--- src/rtl/freq_note_decoder.sv ---
// Tone period decoder.
// Measures the period of a square-wave tone in CLK cycles and classifies it to a 4-bit note
// code (0=none, 1=C4, 2=D, 3=E, 4=F, 5=G, 6=A, 7=B, 8=C5). A new note is only reported after
// STABLE consecutive periods of the same class. The note drops to 0 when no rising edge is
// seen for TIMEOUT cycles.
//
// Ports:
//   CLK      system clock
//   RESET_N  asynchronous active-low reset
//   FREQ_IN  asynchronous tone input
//   note     decoded note code
//   Led      one-hot of note, bit7=C4 .. bit0=C5, zero when note=0
//   VALID    high while note != 0
//   NEW      one-cycle pulse whenever note changes
//   period   last measured period in cycles
module freq_note_decoder #(
  parameter int unsigned TIMEOUT = 500000,
  parameter int unsigned TOL     = 4000,
  parameter int unsigned STABLE  = 3,
  parameter int unsigned P_C4    = 382219,
  parameter int unsigned P_D     = 340530,
  parameter int unsigned P_E     = 303370,
  parameter int unsigned P_F     = 286344,
  parameter int unsigned P_G     = 255102,
  parameter int unsigned P_A     = 227273,
  parameter int unsigned P_B     = 202478,
  parameter int unsigned P_C5    = 191113
) (
  input  logic        CLK,
  input  logic        RESET_N,
  input  logic        FREQ_IN,
  output logic [3:0]  note,
  output logic [7:0]  Led,
  output logic        VALID,
  output logic        NEW,
  output logic [19:0] period
);

  localparam int unsigned StW = $clog2(STABLE + 1);
  localparam logic [StW-1:0] StableCnt = StW'(STABLE);
  localparam logic [19:0] TimeoutCnt = 20'(TIMEOUT);

  typedef enum logic [1:0] {StIdle, StArmed, StLock} state_e;

  state_e state_q, state_d;

  logic [1:0]     sync_q;
  logic           prev_q;
  logic           rise_q;
  logic [19:0]    cnt_q, cnt_d;
  logic [19:0]    period_q, period_d;
  logic [3:0]     cand_q, cand_d;
  logic [StW-1:0] stab_q, stab_d;
  logic [3:0]     note_q, note_d;
  logic           new_q, new_d;

  logic [3:0]     cls;
  logic [StW-1:0] stab_nxt;
  logic           confirm;
  logic           timeout;

  function automatic logic near(input int unsigned pv, input int unsigned nom);
    return (pv + TOL >= nom) && (pv <= nom + TOL);
  endfunction

  // Lowest code wins when tolerance windows overlap.
  function automatic logic [3:0] classify(input logic [19:0] p);
    int unsigned pv;
    pv = 32'(p);
    if (near(pv, P_C4)) return 4'd1;
    if (near(pv, P_D))  return 4'd2;
    if (near(pv, P_E))  return 4'd3;
    if (near(pv, P_F))  return 4'd4;
    if (near(pv, P_G))  return 4'd5;
    if (near(pv, P_A))  return 4'd6;
    if (near(pv, P_B))  return 4'd7;
    if (near(pv, P_C5)) return 4'd8;
    return 4'd0;
  endfunction

  // Two-flop synchronizer followed by a registered rising-edge detect.
  always_ff @(posedge CLK or negedge RESET_N) begin
    if (!RESET_N) begin
      sync_q <= '0;
      prev_q <= 1'b0;
      rise_q <= 1'b0;
    end else begin
      sync_q <= {sync_q[0], FREQ_IN};
      prev_q <= sync_q[1];
      rise_q <= sync_q[1] & ~prev_q;
    end
  end

  always_comb begin
    cls     = classify(cnt_q);
    timeout = (cnt_q == TimeoutCnt);
    if (cls == cand_q) begin
      stab_nxt = (stab_q == StableCnt) ? stab_q : stab_q + 1'b1;
    end else begin
      stab_nxt = StW'(1);
    end
    confirm = (stab_nxt == StableCnt);
  end

  // State register.
  always_ff @(posedge CLK or negedge RESET_N) begin
    if (!RESET_N) state_q <= StIdle;
    else          state_q <= state_d;
  end

  // Next-state logic. A rise wins over a simultaneous timeout.
  always_comb begin
    state_d = state_q;
    unique case (state_q)
      StIdle: if (rise_q) state_d = StArmed;
      StArmed, StLock: begin
        if (rise_q) begin
          if (confirm) state_d = StLock;
        end else if (timeout) begin
          state_d = StIdle;
        end
      end
      default: state_d = StIdle;
    endcase
  end

  // Datapath and output next-state logic.
  always_comb begin
    cnt_d    = cnt_q;
    period_d = period_q;
    cand_d   = cand_q;
    stab_d   = stab_q;
    note_d   = note_q;
    new_d    = 1'b0;
    if (state_q == StIdle) begin
      cnt_d = rise_q ? 20'd1 : 20'd0;
    end else if (rise_q) begin
      cnt_d    = 20'd1;
      period_d = cnt_q;
      cand_d   = cls;
      stab_d   = stab_nxt;
      if (confirm && (cls != note_q)) begin
        note_d = cls;
        new_d  = 1'b1;
      end
    end else if (timeout) begin
      // Clear history so a returning tone needs a full set of periods again.
      cnt_d  = 20'd0;
      cand_d = 4'd0;
      stab_d = '0;
      if (note_q != 4'd0) begin
        note_d = 4'd0;
        new_d  = 1'b1;
      end
    end else begin
      cnt_d = cnt_q + 20'd1;
    end
  end

  always_ff @(posedge CLK or negedge RESET_N) begin
    if (!RESET_N) begin
      cnt_q    <= '0;
      period_q <= '0;
      cand_q   <= '0;
      stab_q   <= '0;
      note_q   <= '0;
      new_q    <= 1'b0;
    end else begin
      cnt_q    <= cnt_d;
      period_q <= period_d;
      cand_q   <= cand_d;
      stab_q   <= stab_d;
      note_q   <= note_d;
      new_q    <= new_d;
    end
  end

  always_comb begin
    case (note_q)
      4'd1:    Led = 8'h80;
      4'd2:    Led = 8'h40;
      4'd3:    Led = 8'h20;
      4'd4:    Led = 8'h10;
      4'd5:    Led = 8'h08;
      4'd6:    Led = 8'h04;
      4'd7:    Led = 8'h02;
      4'd8:    Led = 8'h01;
      default: Led = 8'h00;
    endcase
  end

  assign note   = note_q;
  assign VALID  = (note_q != 4'd0);
  assign NEW    = new_q;
  assign period = period_q;

endmodule

--- config.mk ---
export PLATFORM = sky130hd
export DESIGN_NAME = freq_note_decoder
export DESIGN_NICKNAME = d
export VERILOG_FILES = /design/src/rtl/freq_note_decoder.sv
export SDC_FILE = /design/constraint.sdc
export NUM_CORES = 1
export LEC_CHECK = 0
export CELL_PAD_IN_SITES_DETAIL_PLACEMENT = 1
export CELL_PAD_IN_SITES_GLOBAL_PLACEMENT = 2
export CORE_MARGIN = 1.5
export CORE_UTILIZATION = 38
export DETAILED_ROUTE_END_ITERATION = 8
export PLACE_DENSITY = 0.84
export SKIP_CTS_REPAIR_TIMING = 1
export SLEW_MARGIN = 10
export SYNTH_ARGS = -nofsm -noshare
export SYNTH_HDL_FRONTEND = slang
export SYNTH_SLANG_ARGS = --single-unit
--- constraint.sdc ---
create_clock -name CLK -period 10.7 [get_ports CLK]
set_clock_uncertainty 0.05 [all_clocks]
set_input_delay 1.07 -clock CLK [delete_from_list [all_inputs] [get_ports CLK]]
set_output_delay 1.07 -clock CLK [all_outputs]
set_load 0.01 [all_outputs]
Word level (Yosys, flattened, before mapping) --
Memory sizes are Yosys's and may differ from the RTL's. Index checks and enable logic that the tools add are counted. Widths: inputs -> output; s select.
Word-level totals: flip-flop bits (word level) 57, memory bits (writable) 0, memories 1, output and inout port bits 34, bits in latches 0, bits in read-only memories 128
Memory list:
- (name not given) | depth 16, width 8, read ports 1, clocked after Yosys merged registers in 0, wr ports 0, RTL line 179 | case (note_q)
Cells by class: order comparisons 16, shift operators 0, multipliers 0, divide/modulo/power cells 0, reductions and logical operators 18, bitwise operators 3, mux-type cells 81, eq/ne operators 11, add/subtract/negate cells 3
Operators by type and width (number):
- $ge 32x19->1 const B | 4
- $mux 4 | 28
- $ge 32x18->1 const B | 3
- $le 20x18->1 const B | 4
- $le 20x19->1 const B | 4
- $mux 20 | 3
- $mux 1 | 42
- $add 20x12->21 const B | 1
- $ge 21x18->1 const B | 1
- $add 20x1->20 const B | 1
- $eq 20x19->1 const B | 1
- $mux 2 | 7
- $logic_and 1x1->1 | 9
- $eq 2x2->1 const B | 3
- $ne 3x3->1 const B | 2
- $eq 4x4->1 | 1
- $ne 4x4->1 | 1
- $pmux 2 s2 | 1
- $reduce_and 2->1 | 2
- $reduce_and 4->1 | 1
- $reduce_bool 2->1 | 2
- $reduce_bool 4->1 | 1
- $reduce_and 3->1 | 1
- $add 2x1->2 const B | 1
- other kinds (7) | 8

Logic depth before layout (Yosys ltp) --
Gate-level depths: netlist of run 1.
depth in word-level cells 47, mapped depth 16, gate-level depth less buffers 14

Worst setup path before layout of run 1 --
No wires, ideal clock.
path kind register to register, start point register cnt_q[6], end point register note_q[0] (netlist: note[0]), arrival time 3.609 ns, buffers on the path 2, setup time 0.121 ns, slack 6.920 ns, cell stages (with the launch flop) 17, period minus slack after synthesis 3.780 ns, cell sequence dfrtp_1 -> clkbuf_1 -> buf_2 -> inv_1 -> ha_1 -> nor3b_1 -> nand3_1 -> a21oi_1 -> and4_1 -> o21ai_1 -> a21o_2 -> o21a_1 -> o211a_1 -> a211oi_2 -> o2111ai_2 -> a21o_1 -> a22o_1
Between the ends: word-level cells in the longest chain between the ends 30, elaborated cells on any way between the ends 93
RTL lines:
- start: declaration | RTL line 50 | logic [19:0] cnt_q, cnt_d;
- start signal: assignment | RTL line 169 | cnt_q <= cnt_d;
- $add 20x12->21 | RTL line 63 | return (pv + TOL >= nom) && (pv <= nom + TOL);
- $ge 32x19->1 | RTL line 63
- $logic_and 1x1->1 | RTL line 63
- $mux 4 (2 in a row) | RTL line 71 | if (near(pv, P_D)) return 4'd2;
- $mux 4 (2 in a row) | RTL line 72 | if (near(pv, P_E)) return 4'd3;
- $mux 4 | RTL line 71
- $mux 4 (2 in a row) | RTL line 73 | if (near(pv, P_F)) return 4'd4;
- $mux 4 | RTL line 72
- (+11 left out)
- $mux 4 | RTL line 72
- $mux 4 | RTL line 71
- $eq 4x4->1 | RTL line 97 | if (cls == cand_q) begin
- $mux 2 | RTL line 97
- $eq 2x2->1 | RTL line 102 | confirm = (stab_nxt == StableCnt);
- $logic_and 1x1->1 | RTL line 142 | if (confirm && (cls != note_q)) begin
- $ne 2x1->1 (no line)
- $reduce_and 4->1 (no line)
- end signal: assignment | RTL line 173 | note_q <= note_d;
- end: declaration | RTL line 54 | logic [3:0] note_q, note_d;
Several ways; a longest one is shown, not always the timed one. The select of a mux whose other input is x is not followed. A chain may end at the register's enable or synchronous reset.

Final worst setup path of run 1 --
Ends and elaborated chain as after synthesis.

==> results of run 1 <==
-- placed cells by master (no fill, tap or decap), types with 10 or more instances in the layout --
cell	synthesis	layout
nor2_1	50	50
o21ai_0	33	33
nor3_1	21	21
xnor2_1	17	17
inv_1	21	21
nor4_1	14	14
nand3_1	24	24
nand4_1	10	10
clkdlybuf4s50_1	0	35
ha_1	11	11
a21oi_1	32	32
xor2_1	12	12
a21o_1	10	10
nand2_1	75	75
dfrtp_1	57	57
-- registers in the layout, summed over array words and instances, names as in the netlist --
signal	count
state_q	2
prev_q	1
note	4
cand_q	4
rise_q	1
period	20
stab_q	2
NEW	1
sync_q	2
cnt_q	20
-- final timing paths --
check                                 end  startpoint  slack [ns]
worst max register to register    note[0]    cnt_q[6]        5.67
worst min register to register  sync_q[1]   sync_q[0]        0.30
worst max-delay path              note[0]    cnt_q[6]        5.67
worst min-delay path            sync_q[1]   sync_q[0]        0.30
min in group asynchronous       period[5]     RESET_N        0.83
max in group asynchronous       cand_q[3]     RESET_N        9.28
-- per-layer routing --
| metal | up-vias | share of wire | GRT usage |
|---|---|---|---|
| li1 | 2227 | - | - |
| met1 | 2387 | 0.47 | 0.383 |
| met4 | 0 | 0.030 | 0.104 |
| met5 | - | 0 | 0 |
| met2 | 175 | 0.45 | 0.399 |
| met3 | 44 | 0.050 | 0.0364 |
-- layout make-up --
class	count	area, µm²
fill	1509	6680
multi-input combinational	476	3040
sequential	57	1430
timing repair buffer	40	385
clock buffer	10	239
tap	168	210
inverter	23	86.3
clock inverter	6	41.3
-- cells in the mapped netlist (all sizes together), types with 6 or more instances --
master and number:
clkbuf 26, o21ai 39, nor4 14, a2111oi 6, xnor2 17, dfrtp 57, nand2b 9, inv 22
nand4 10, nor2 51, nand3 24, o211ai 9, o31ai 6, nor2b 8, buf 23, nor3 23
a211oi 11, or3 8, xor2 13, a21oi 33, a21o 11, ha 11, nand2 75
-- worst register-to-register path, stage by stage, from the launching register on --
cell and delay [ns]:
dfrtp_1 0.88, ha_1 0.78, or3_1 0.36, nand3_1 0.13, a2111oi_0 0.60, o221ai_1 0.24
a21oi_1 0.27, a21o_1 0.31, nor3_1 0.11, o211a_1 0.23, a211oi_2 0.23, o2111ai_2 0.22
a21o_1 0.27, a22o_1 0.24
-- per-stage QoR --
stage / hold slack [ns] / cells / power, mW / instance area (µm²)
after detailed placement: 0.286 / 764 / 0.364 / 5150
final: 0.302 / 780 / 0.629 / 5430
after global placement: 0.292 / 764 / 0.358 / 5150
after CTS: 0.308 / 780 / 0.635 / 5430
after floorplan: 0.281 / 605 / 0.322 / 4770
after global routing: 0.310 / 780 / 0.656 / 5430
-- cell families after synthesis --
| family | count (synthesis) |
|---|---|
| and+or+nand+nor | 261 |
| AOI/OAI and AO/OA | 172 |
| buffers and inverters | 72 |
| DFF | 57 |
| xor gates and xnor gates | 30 |
| adders and majority gates | 11 |
| muxes | 2 |
-- power breakdown --
group	total [mW]	switching (mW)	internal (mW)	leakage, nW
clock network	0.267	0.105	0.163	0.131
registers	0.254	0.0237	0.230	0.779
logic	0.108	0.0680	0.0400	1.23
==> summary.md, run 1 <==
| Metric | Value |
|---|---|
| Post-synthesis mux area share | 0.00420 |
| CTS HTree Levels | 3 |
| Peak supply drop | 0.107 mV |
| Hold Path Class | flip-flop to flip-flop |
| CP Capture Type | flip-flop |
| Critical path buffers and inverters | 0 |
| Compound-cell area share of the yosys netlist | 0.258 |
| Post-synth EDFFs | 0 |
| Core Area | 12100 µm² |
| Main synth FF type | dfrtp_1 |
| CP Class | flip-flop to flip-flop |
| Data arrival time of the critical path | 5.20 ns |
| Share of the synthesized area in the top cell type | 0.299 |
| Synth area leader | dfrtp_1 |
| Setup total negative slack | 0 ns |
| Starting Density | 0.394 |
| Initial antenna violation count | 0 |
| Clock slew at reported path FFs | 0.05 ns |
| Largest cells by area after synthesis | dfrtp_1 (30%), nand2_1 (5.9%), nor2_1 (3.9%), o21ai_0 (3.5%), a21oi_1 (3.4%) |
| Setup-failing EPs final | 0 |
| Vias in the first global route | 4886 |
| Adder-Cell Fraction of Synth Area | 0.0289 |
| CP Max Fanout | 26 |
| Detail Route Antenna Nets | 0 |
| WL per Instance | 21.7 µm |
| Max Cap Viol | 0 |
| Netlist cell types | 86 |
| Fin worst setup slack | 5.67 ns |
| Die Y | 115 µm |
| Total GRT Usage | 0.264 |
| CP required | 10.87 ns |
| Worst r2r path cells | 13 |
| Proportion of layout cells with a drive suffix above 1 | 0.0735 |
| Final Max Slew Viols | 0 |
| Synthesized area per cell | 7.88 µm² |
| Via-per-instance ratio | 6.20 |
| Yosys warning count | 0 |
| Setup Slack @ Placement | 5.76 ns |
| CP delay by family, top | compound AO/OA/AOI/OAI gates |
| Number of synthesized register bits | 57 |
| Syn_nets | 619 |
| Pin count of the biggest net entering global routing | 58 |
| Hold Crit Depth | 0 |
| Final wirelength | 16900 µm |
| # rows | 40 |
| Clock sink count | 57 |
| PD cells | 116 nW/µm² |
| Number of port buffers | 36 |
| Post-route DRC | 0 |
| Tmin final | 5.03 ns |
| Nets | 621 |
| Global-route wire length before repair | 27100 µm |
| Lkg Pwr | 2.14 nW |
| N_diodes | 0 |
| Top cell by count, worst path | a21o_1 |
| Syn-to-layout area delta | 13.8% |
| Synth Area in XOR/XNOR | 0.0567 |
| Crit path largest cell delay | 0.88 ns |
| Full die area | 13200 µm² |
| Post-layout util | 0.448 |
| Mapped cell area | 4770 µm² |
| Crit path depth | 13 |
| Number of hold violations in the final report | 0 |
| CTS Buffer Depth | 2 |
| Unrepaired setup endpoints after global routing | no |
| Slew HR | 0.284 |
| Fmax | 199 MHz |
| CP Launch Type | flip-flop |
| Die X | 115 µm |
| Slowest-stage cell, CP | dfrtp_1 |
| CTS tree | yes |
| IO Count | 37 |
| Syn Inst Count | 605 |
| Total grt overflow | 0 |
| Largest family of logic cells by synthesized area | simple AND/OR/NAND/NOR gates |
| Seq/Total Area, Yosys | 0.299 |
| Run status | finished clean |
| Async S/R FF share, synth | 1.00 |
| Initial DRT Pass Iterations | 5 |
| Worst skew pair latency | 0.33 ns |
| Worst-margin pin slew | 1.07 ns |
| GPL Wtd Cong | 0.914 |
| Via count | 4833 |
| Simple-Gate Fraction of Synth Area | 0.290 |
| Clock root cell | clkbuf_16 |
| DP HPWL | 12200 µm |
| TritonCTS buffer count | 9 |
| Final period utilization | 0.470 |
| Critical Path, Cell by Cell | ha_1 -> or3_1 -> nand3_1 -> a2111oi_0 -> o221ai_1 -> a21oi_1 -> a21o_1 -> nor3_1 -> o211a_1 -> a211oi_2 -> o2111ai_2 -> a21o_1 -> a22o_1 |
| Iteration-0 DRC Markers | 393 |
No activity file was read; power rests on OpenSTA's default activity.
==> run 2: changes to the inputs <==
--- a/config.mk
+++ b/config.mk
@@ -8,9 +8,9 @@
 export CELL_PAD_IN_SITES_DETAIL_PLACEMENT = 1
 export CELL_PAD_IN_SITES_GLOBAL_PLACEMENT = 2
 export CORE_MARGIN = 1.5
-export CORE_UTILIZATION = 38
+export CORE_UTILIZATION = 36
 export DETAILED_ROUTE_END_ITERATION = 8
-export PLACE_DENSITY = 0.84
+export PLACE_DENSITY = 0.8
 export SKIP_CTS_REPAIR_TIMING = 1
 export SLEW_MARGIN = 10
 export SYNTH_ARGS = -nofsm -noshare
==> constraint.sdc (replaced) <==
create_clock -name CLK -period 4.8 [get_ports CLK]
set_clock_uncertainty 0.05 [all_clocks]
set_input_delay 0.48 -clock CLK [delete_from_list [all_inputs] [get_ports CLK]]
set_output_delay 0.48 -clock CLK [all_outputs]
set_load 0.01 [all_outputs]
==> summary.md, run 2 (synthesized netlist as in run 1, its figures left out) <==
| Metric | Value |
|---|---|
| Die Y | 118 µm (+2.7%) |
| Placed Area | 5280 µm² (+2.6%) |
| Nets | 638 (+2.7%) |
| PD cells | 271 nW/µm² (+130%) |
| Fmax | 231 MHz (+16%) |
| Syn-to-layout area delta | 17.4% |
| Post-layout util | 0.438 (-0.00980) |
| CTS tree | yes |
| Core Area | 12800 µm² (+5.5%) |
| Vias in the first global route | 4998 (+2.3%) |
| Final wirelength | 17200 µm (+1.5%) |
| Number of port buffers | 36 (unchanged) |
| CTS Buffer Depth | 2 (unchanged) |
| Most frequent cells in the layout | nand2_1 (75), dfrtp_1 (57), nor2_1 (50), clkdlybuf4s50_1 (35), o21ai_0 (33) |
| Pin count of the biggest net entering global routing | 58 (unchanged) |
| Max Cap Viol | 0 (unchanged) |
| WL per Instance | 21.4 µm (-1.2%) |
| Worst R2R End | note[3] |
| Proportion of layout cells with a drive suffix above 1 | 0.0986 (+0.0250) |
| Critical Path, Cell by Cell | ha_1 -> nor3_1 -> a21oi_1 -> xnor2_1 -> nand3_1 -> o311a_1 -> a21o_1 -> nor4b_4 -> xor2_1 -> a21oi_2 -> o2111ai_2 -> a21o_1 -> a22o_1 |
| Die X | 118 µm (+2.7%) |
| Crit path largest cell delay | 0.53 ns (-0.35 ns) |
| Top cell by count, worst path | a21o_1 |
| Iteration-0 DRC Markers | 436 (+11%) |
| Full die area | 13900 µm² (+5.4%) |
| Power Total | 1.52 mW (+140%) |
| Unrepaired setup endpoints after global routing | no |
| Clock slew at reported path FFs | 0.06 ns (about the same) |
| Total grt overflow | 0 (unchanged) |
| N_diodes | 0 (unchanged) |
| Worst r2r path cells | 13 (unchanged) |
| Data arrival time of the critical path | 4.50 ns (-0.70 ns) |
| Total GRT Usage | 0.253 (-0.0110) |
| DP HPWL | 12600 µm (+3.1%) |
| Setup total negative slack | 0 ns (unchanged) |
| Global-route wire length before repair | 28000 µm (+3.6%) |
| CP required | 4.97 ns (-5.90 ns) |
| Final Max Slew Viols | 0 (unchanged) |
| CP Launch Type | flip-flop |
| Most common cell after layout, fill and taps aside | nand2_1 |
| Number of hold violations in the final report | 0 (unchanged) |
| Tmin final | 4.33 ns (-0.704 ns) |
| Hold Path Class | input pin to asynchronous set/reset pin |
| Post-route cell area | 5600 µm² (+3.2%) |
| Clock root cell | clkbuf_16 |
| TritonCTS buffer count | 9 (unchanged) |
| Setup-failing EPs final | 0 (unchanged) |
| Detail Route Antenna Nets | 0 (unchanged) |
| Initial DRT Pass Iterations | 5 (unchanged) |
| CP Class | flip-flop to flip-flop |
| R2r startpoint | cnt_q[5] |
| Slew HR | 0.267 (-0.0176) |
| Reg2reg setup slack | 0.47 ns (-5.20 ns) |
| Slowest-stage cell, CP | nor3_1 |
| Worst-margin pin slew | 1.10 ns (+0.0264 ns) |
| Worst skew pair latency | 0.33 ns (about the same) |
| Via-per-instance ratio | 6.08 (-1.8%) |
| Clock sink count | 57 (unchanged) |
| CP Max Fanout | 19 (-27%) |
| Starting Density | 0.373 (-0.0204) |
| Post-route DRC | 0 (unchanged) |
| Initial antenna violation count | 0 (unchanged) |
| CP Capture Type | flip-flop |
| IO Count | 37 (unchanged) |
| # rows | 41 (+2.5%) |
| GPL Wtd Cong | 0.948 (+3.7%) |
| Run status | finished clean |
| Final period utilization | 0.902 (+0.431) |
| Via count | 4873 (+0.83%) |
| Peak supply drop | 0.230 mV (+120%) |
| CTS HTree Levels | 3 (unchanged) |
| Lkg Pwr | 2.25 nW (+5.1%) |
-- run 2: cell types whose count changed in the layout (fill, tap and decap cells not counted), sizes merged --
cell,previous run,this run
buf,5,22
bufinv,0,2
clkbuf,10,9
clkinvlp,3,2
-- run 2: worst max path at each step --
stage                         end     start  cells after the start  slack [ns]
after floorplan           note[0]  cnt_q[6]                     16        1.02
after global placement    note[0]  cnt_q[5]                     13        0.63
after detailed placement  note[3]  cnt_q[5]                     13        0.47
after CTS                 note[3]  cnt_q[5]                     13        0.47
after global routing      note[3]  cnt_q[5]                     13        0.03
final                     note[3]  cnt_q[5]                     13        0.47
-- run 2: final cells by class --
class	instances	area (µm²)
Inverter	23	86.3
Fill cell	1533	7170
Timing Repair Buffer	57	513
Clock inverter	7	93.8
Clock buffer	9	225
Tap cell	172	215
Multi-Input combinational cell	476	3040
Sequential cell	57	1430
-- run 2: per-stage QoR --
step	hold slack (ns)	setup slack, ns	std cells
after floorplan	0.134	1.02	605
after global placement	0.297	0.631	785
after detailed placement	0.292	0.470	785
after CTS	0.264	0.469	801
after global routing	0.321	0.0286	801
final	0.231	0.472	801
-- run 2: power by group --
group / leakage (nW) / total, mW / internal, mW / switching (mW)
Combinational: 1.32 / 0.277 / 0.0995 / 0.177
Sequential: 0.779 / 0.549 / 0.514 / 0.0350
Clock: 0.152 / 0.690 / 0.454 / 0.237
Total: 2.25 / 1.52 / 1.07 / 0.449
-- run 2: layer usage --
layer / up-vias / share of wire / GRT usage
li1: 2251 / - / -
met1: 2429 / 0.47 / 0.360
met2: 161 / 0.45 / 0.387
met3: 32 / 0.053 / 0.0446
met4: 0 / 0.027 / 0.0854
met5: - / 0 / 0
-- run 2: critical path, delay by kind of cell (launching register included) --
family / cells / cell delay (ns)
XOR/XNOR: 2 / 0.53
adder cells (fa/ha/maj): 1 / 0.45
AND/OR/NAND/NOR: 3 / 1.14
AO/OA/AOI/OAI: 7 / 1.67
flip-flops: 1 / 0.38
==> run 3: changes to the inputs <==
--- a/config.mk
+++ b/config.mk
@@ -5,12 +5,13 @@
 export SDC_FILE = /design/constraint.sdc
 export NUM_CORES = 1
 export LEC_CHECK = 0
+export ABC_AREA = 1
 export CELL_PAD_IN_SITES_DETAIL_PLACEMENT = 1
 export CELL_PAD_IN_SITES_GLOBAL_PLACEMENT = 2
 export CORE_MARGIN = 1.5
-export CORE_UTILIZATION = 36
+export CORE_UTILIZATION = 33
 export DETAILED_ROUTE_END_ITERATION = 8
-export PLACE_DENSITY = 0.8
+export PLACE_DENSITY = 0.79
 export SKIP_CTS_REPAIR_TIMING = 1
 export SLEW_MARGIN = 10
 export SYNTH_ARGS = -nofsm -noshare
==> summary.md, run 3 <==
| Metric | Value |
|---|---|
| Run status | finished clean |
| Number of port buffers | 36 (unchanged) |
| Seq/Total Area, Yosys | 0.297 (-0.00195) |
| Final wirelength | 18400 µm (+7.2%) |
| Initial DRT Pass Iterations | 5 (unchanged) |
| CTS tree | yes |
| WL per Instance | 19.7 µm (-8.0%) |
| Via count | 5030 (+3.2%) |
| Die Y | 124 µm (+4.7%) |
| Core Area | 14000 µm² (+9.9%) |
| Clock slew at reported path FFs | 0.06 ns (about the same) |
| Proportion of layout cells with a drive suffix above 1 | 0.122 (+0.0236) |
| Fmax | 276 MHz (+19%) |
| Peak supply drop | 0.194 mV (-16%) |
| # rows | 43 (+4.9%) |
| CTS Buffer Depth | 2 (unchanged) |
| CP Launch Type | flip-flop |
| Most frequent cells in the layout | nand2_1 (181), nor2_1 (103), nand3_1 (70), inv_1 (63), dfrtp_1 (57) |
| Final period utilization | 0.755 (-0.147) |
| DP HPWL | 14400 µm (+15%) |
| R2r startpoint | cnt_q[6] |
| Main synth FF type | dfrtp_1 |
| CP Capture Type | flip-flop |
| CP Max Fanout | 10 (-9) |
| Syn_nets | 735 (+19%) |
| Hold slack | 0.233 ns (+0.00227 ns) |
| Via-per-instance ratio | 5.39 (-11%) |
| Pin count of the biggest net entering global routing | 58 (unchanged) |
| Worst skew pair latency | 0.35 ns (+0.02 ns) |
| IO Count | 37 (unchanged) |
| Number of hold violations in the final report | 0 (unchanged) |
| Tmin final | 3.62 ns (-0.704 ns) |
| Full die area | 15300 µm² (+9.6%) |
| Async S/R FF share, synth | 1.00 (unchanged) |
| Share of the synthesized area in the top cell type | 0.297 (-0.00195) |
| CP Class | flip-flop to flip-flop |
| Vias in the first global route | 5241 (+4.9%) |
| Syn Inst Count | 721 (+19%) |
| Global-route wire length before repair | 29600 µm (+5.5%) |
| Post-route DRC | 0 (unchanged) |
| Largest cells by area after synthesis | dfrtp_1 (30%), nand2_1 (14%), nor2_1 (8.1%), nand3_1 (7.3%), inv_1 (5.0%) |
| CP required | 5.00 ns (+0.03 ns) |
| Clock sink count | 57 (unchanged) |
| Most common cell after layout, fill and taps aside | nand2_1 |
| Top cells by count, synth | nand2_1 (181), nor2_1 (103), nand3_1 (70) |
| Number of synthesized register bits | 57 (unchanged) |
| Syn-to-layout area delta | 15.6% |
| Setup crit start | cnt_q[6] |
| Max Cap Viol | 0 (unchanged) |
| Final Max Slew Viols | 0 (unchanged) |
| Iteration-0 DRC Markers | 395 (-9.4%) |
| Count leader, synth | nand2_1 |
| Slew HR | 0.264 (-0.00224) |
| GPL Wtd Cong | 0.965 (+1.8%) |
| Worst-margin pin slew | 1.10 ns (-0.000757 ns) |
| TritonCTS buffer count | 9 (unchanged) |
| Mapped cell area | 4800 µm² (+0.66%) |
| Synthesized area per cell | 6.66 µm² (-16%) |
| Data arrival time of the critical path | 3.82 ns (-0.68 ns) |
| Post-synth EDFFs | 0 (unchanged) |
| Total GRT Usage | 0.262 (+0.00833) |
| Setup total negative slack | 0 ns (unchanged) |
| Setup-failing EPs final | 0 (unchanged) |
| Starting Density | 0.342 (-0.0315) |
| Clock root cell | clkbuf_16 |
| Die X | 124 µm (+4.7%) |
| Detail Route Antenna Nets | 0 (unchanged) |
| Netlist cell types | 49 (-43%) |
| CTS HTree Levels | 3 (unchanged) |
| Lkg Pwr | 2.55 nW (+13%) |
| Synth area leader | dfrtp_1 |
| Yosys warning count | 0 (unchanged) |
| Initial antenna violation count | 0 (unchanged) |
| Hold Path Class | input pin to asynchronous set/reset pin |
| PD cells | 262 nW/µm² (-3.3%) |
| Total grt overflow | 0 (unchanged) |
| N_diodes | 0 (unchanged) |
| Nets | 763 (+20%) |
| Unrepaired setup endpoints after global routing | no |
-- run 3: changes by cell type after synthesis, moves of 16 or more --
cell | before | now
nand3_1 | 24 | 70
nand2_2 | 0 | 22
inv_1 | 21 | 64
clkbuf_1 | 26 | 5
nor2_1 | 50 | 103
a21oi_1 | 32 | 11
xnor2_1 | 17 | 1
nand2_1 | 75 | 181
-- run 3: cells by family after synthesis --
logic type / Yosys count / synth area share
AOI/OAI and AO/OA: 77 / 0.0944
xor gates and xnor gates: 9 / 0.0180
adders and majority gates: 11 / 0.0287
buffers and inverters: 98 / 0.0884
DFF: 57 / 0.297
and+or+nand+nor: 469 / 0.473
-- run 3: cell type report --
| cell class | count | area, µm² |
|---|---|---|
| Fill cell | 1796 | 8500 |
| Multi-Input combinational cell | 566 | 2950 |
| Sequential cell | 57 | 1430 |
| Timing Repair Buffer | 37 | 363 |
| Inverter | 78 | 298 |
| Clock buffer | 9 | 225 |
| Tap cell | 180 | 225 |
| Clock inverter | 6 | 60.1 |
-- run 3: worst max-delay path, cell delays in order (launching register included) --
cell and delay (ns):
dfrtp_1 0.56, ha_1 0.31, nor2_1 0.29, nand3_4 0.22, nand3_1 0.20, nand3_1 0.15, nor2_1 0.20, inv_1 0.08
nor2_1 0.09, nand2_1 0.06, a22oi_1 0.22, nand2_2 0.14, xor2_1 0.20, nand4_2 0.16, nor2_4 0.16, nand3_2 0.09
nand2_2 0.10, nand3_4 0.09, nand2_1 0.09, nand2_1 0.04
-- run 3: report_power, final --
part           switching [mW]  internal (mW)
sequential             0.0402          0.518
clock                   0.245          0.395
combinational           0.178         0.0749
-- run 3: layer usage --
layer / GRT usage / vias up / wire (µm)
li1: - / 2417 / -
met1: 0.337 / 2460 / 8470
met2: 0.425 / 111 / 8600
met3: 0.0435 / 42 / 625
met4: 0.129 / 0 / 714
met5: 0 / - / 0
-- run 3: final timing paths --
path / endpoint / slack, ns / cells past startpoint
max in group asynchronous: period[13] / 3.98 / 2
min reg2reg: sync_q[1] / 0.33 / 0
min in group CLK: sync_q[1] / 0.33 / 0
max reg2reg: note[1] / 1.18 / 19
max: note[1] / 1.18 / 19
min: period[5] / 0.23 / 2
-- run 3: per-stage QoR --
stage | power [mW] | std cells | cell area (µm²) | setup WS [ns] | utilization
2_1_floorplan | 0.721 | 721 | 4800 | 1.88 | -
3_5_place_dp | 0.821 | 918 | 5260 | 1.25 | 0.375
3_3_place_gp | 0.811 | 918 | 5260 | 1.25 | 0.375
5_1_grt | 1.53 | 933 | 5550 | 0.796 | 0.395
6_report | 1.45 | 933 | 5550 | 1.18 | 0.395
4_1_cts | 1.47 | 933 | 5550 | 1.20 | 0.395
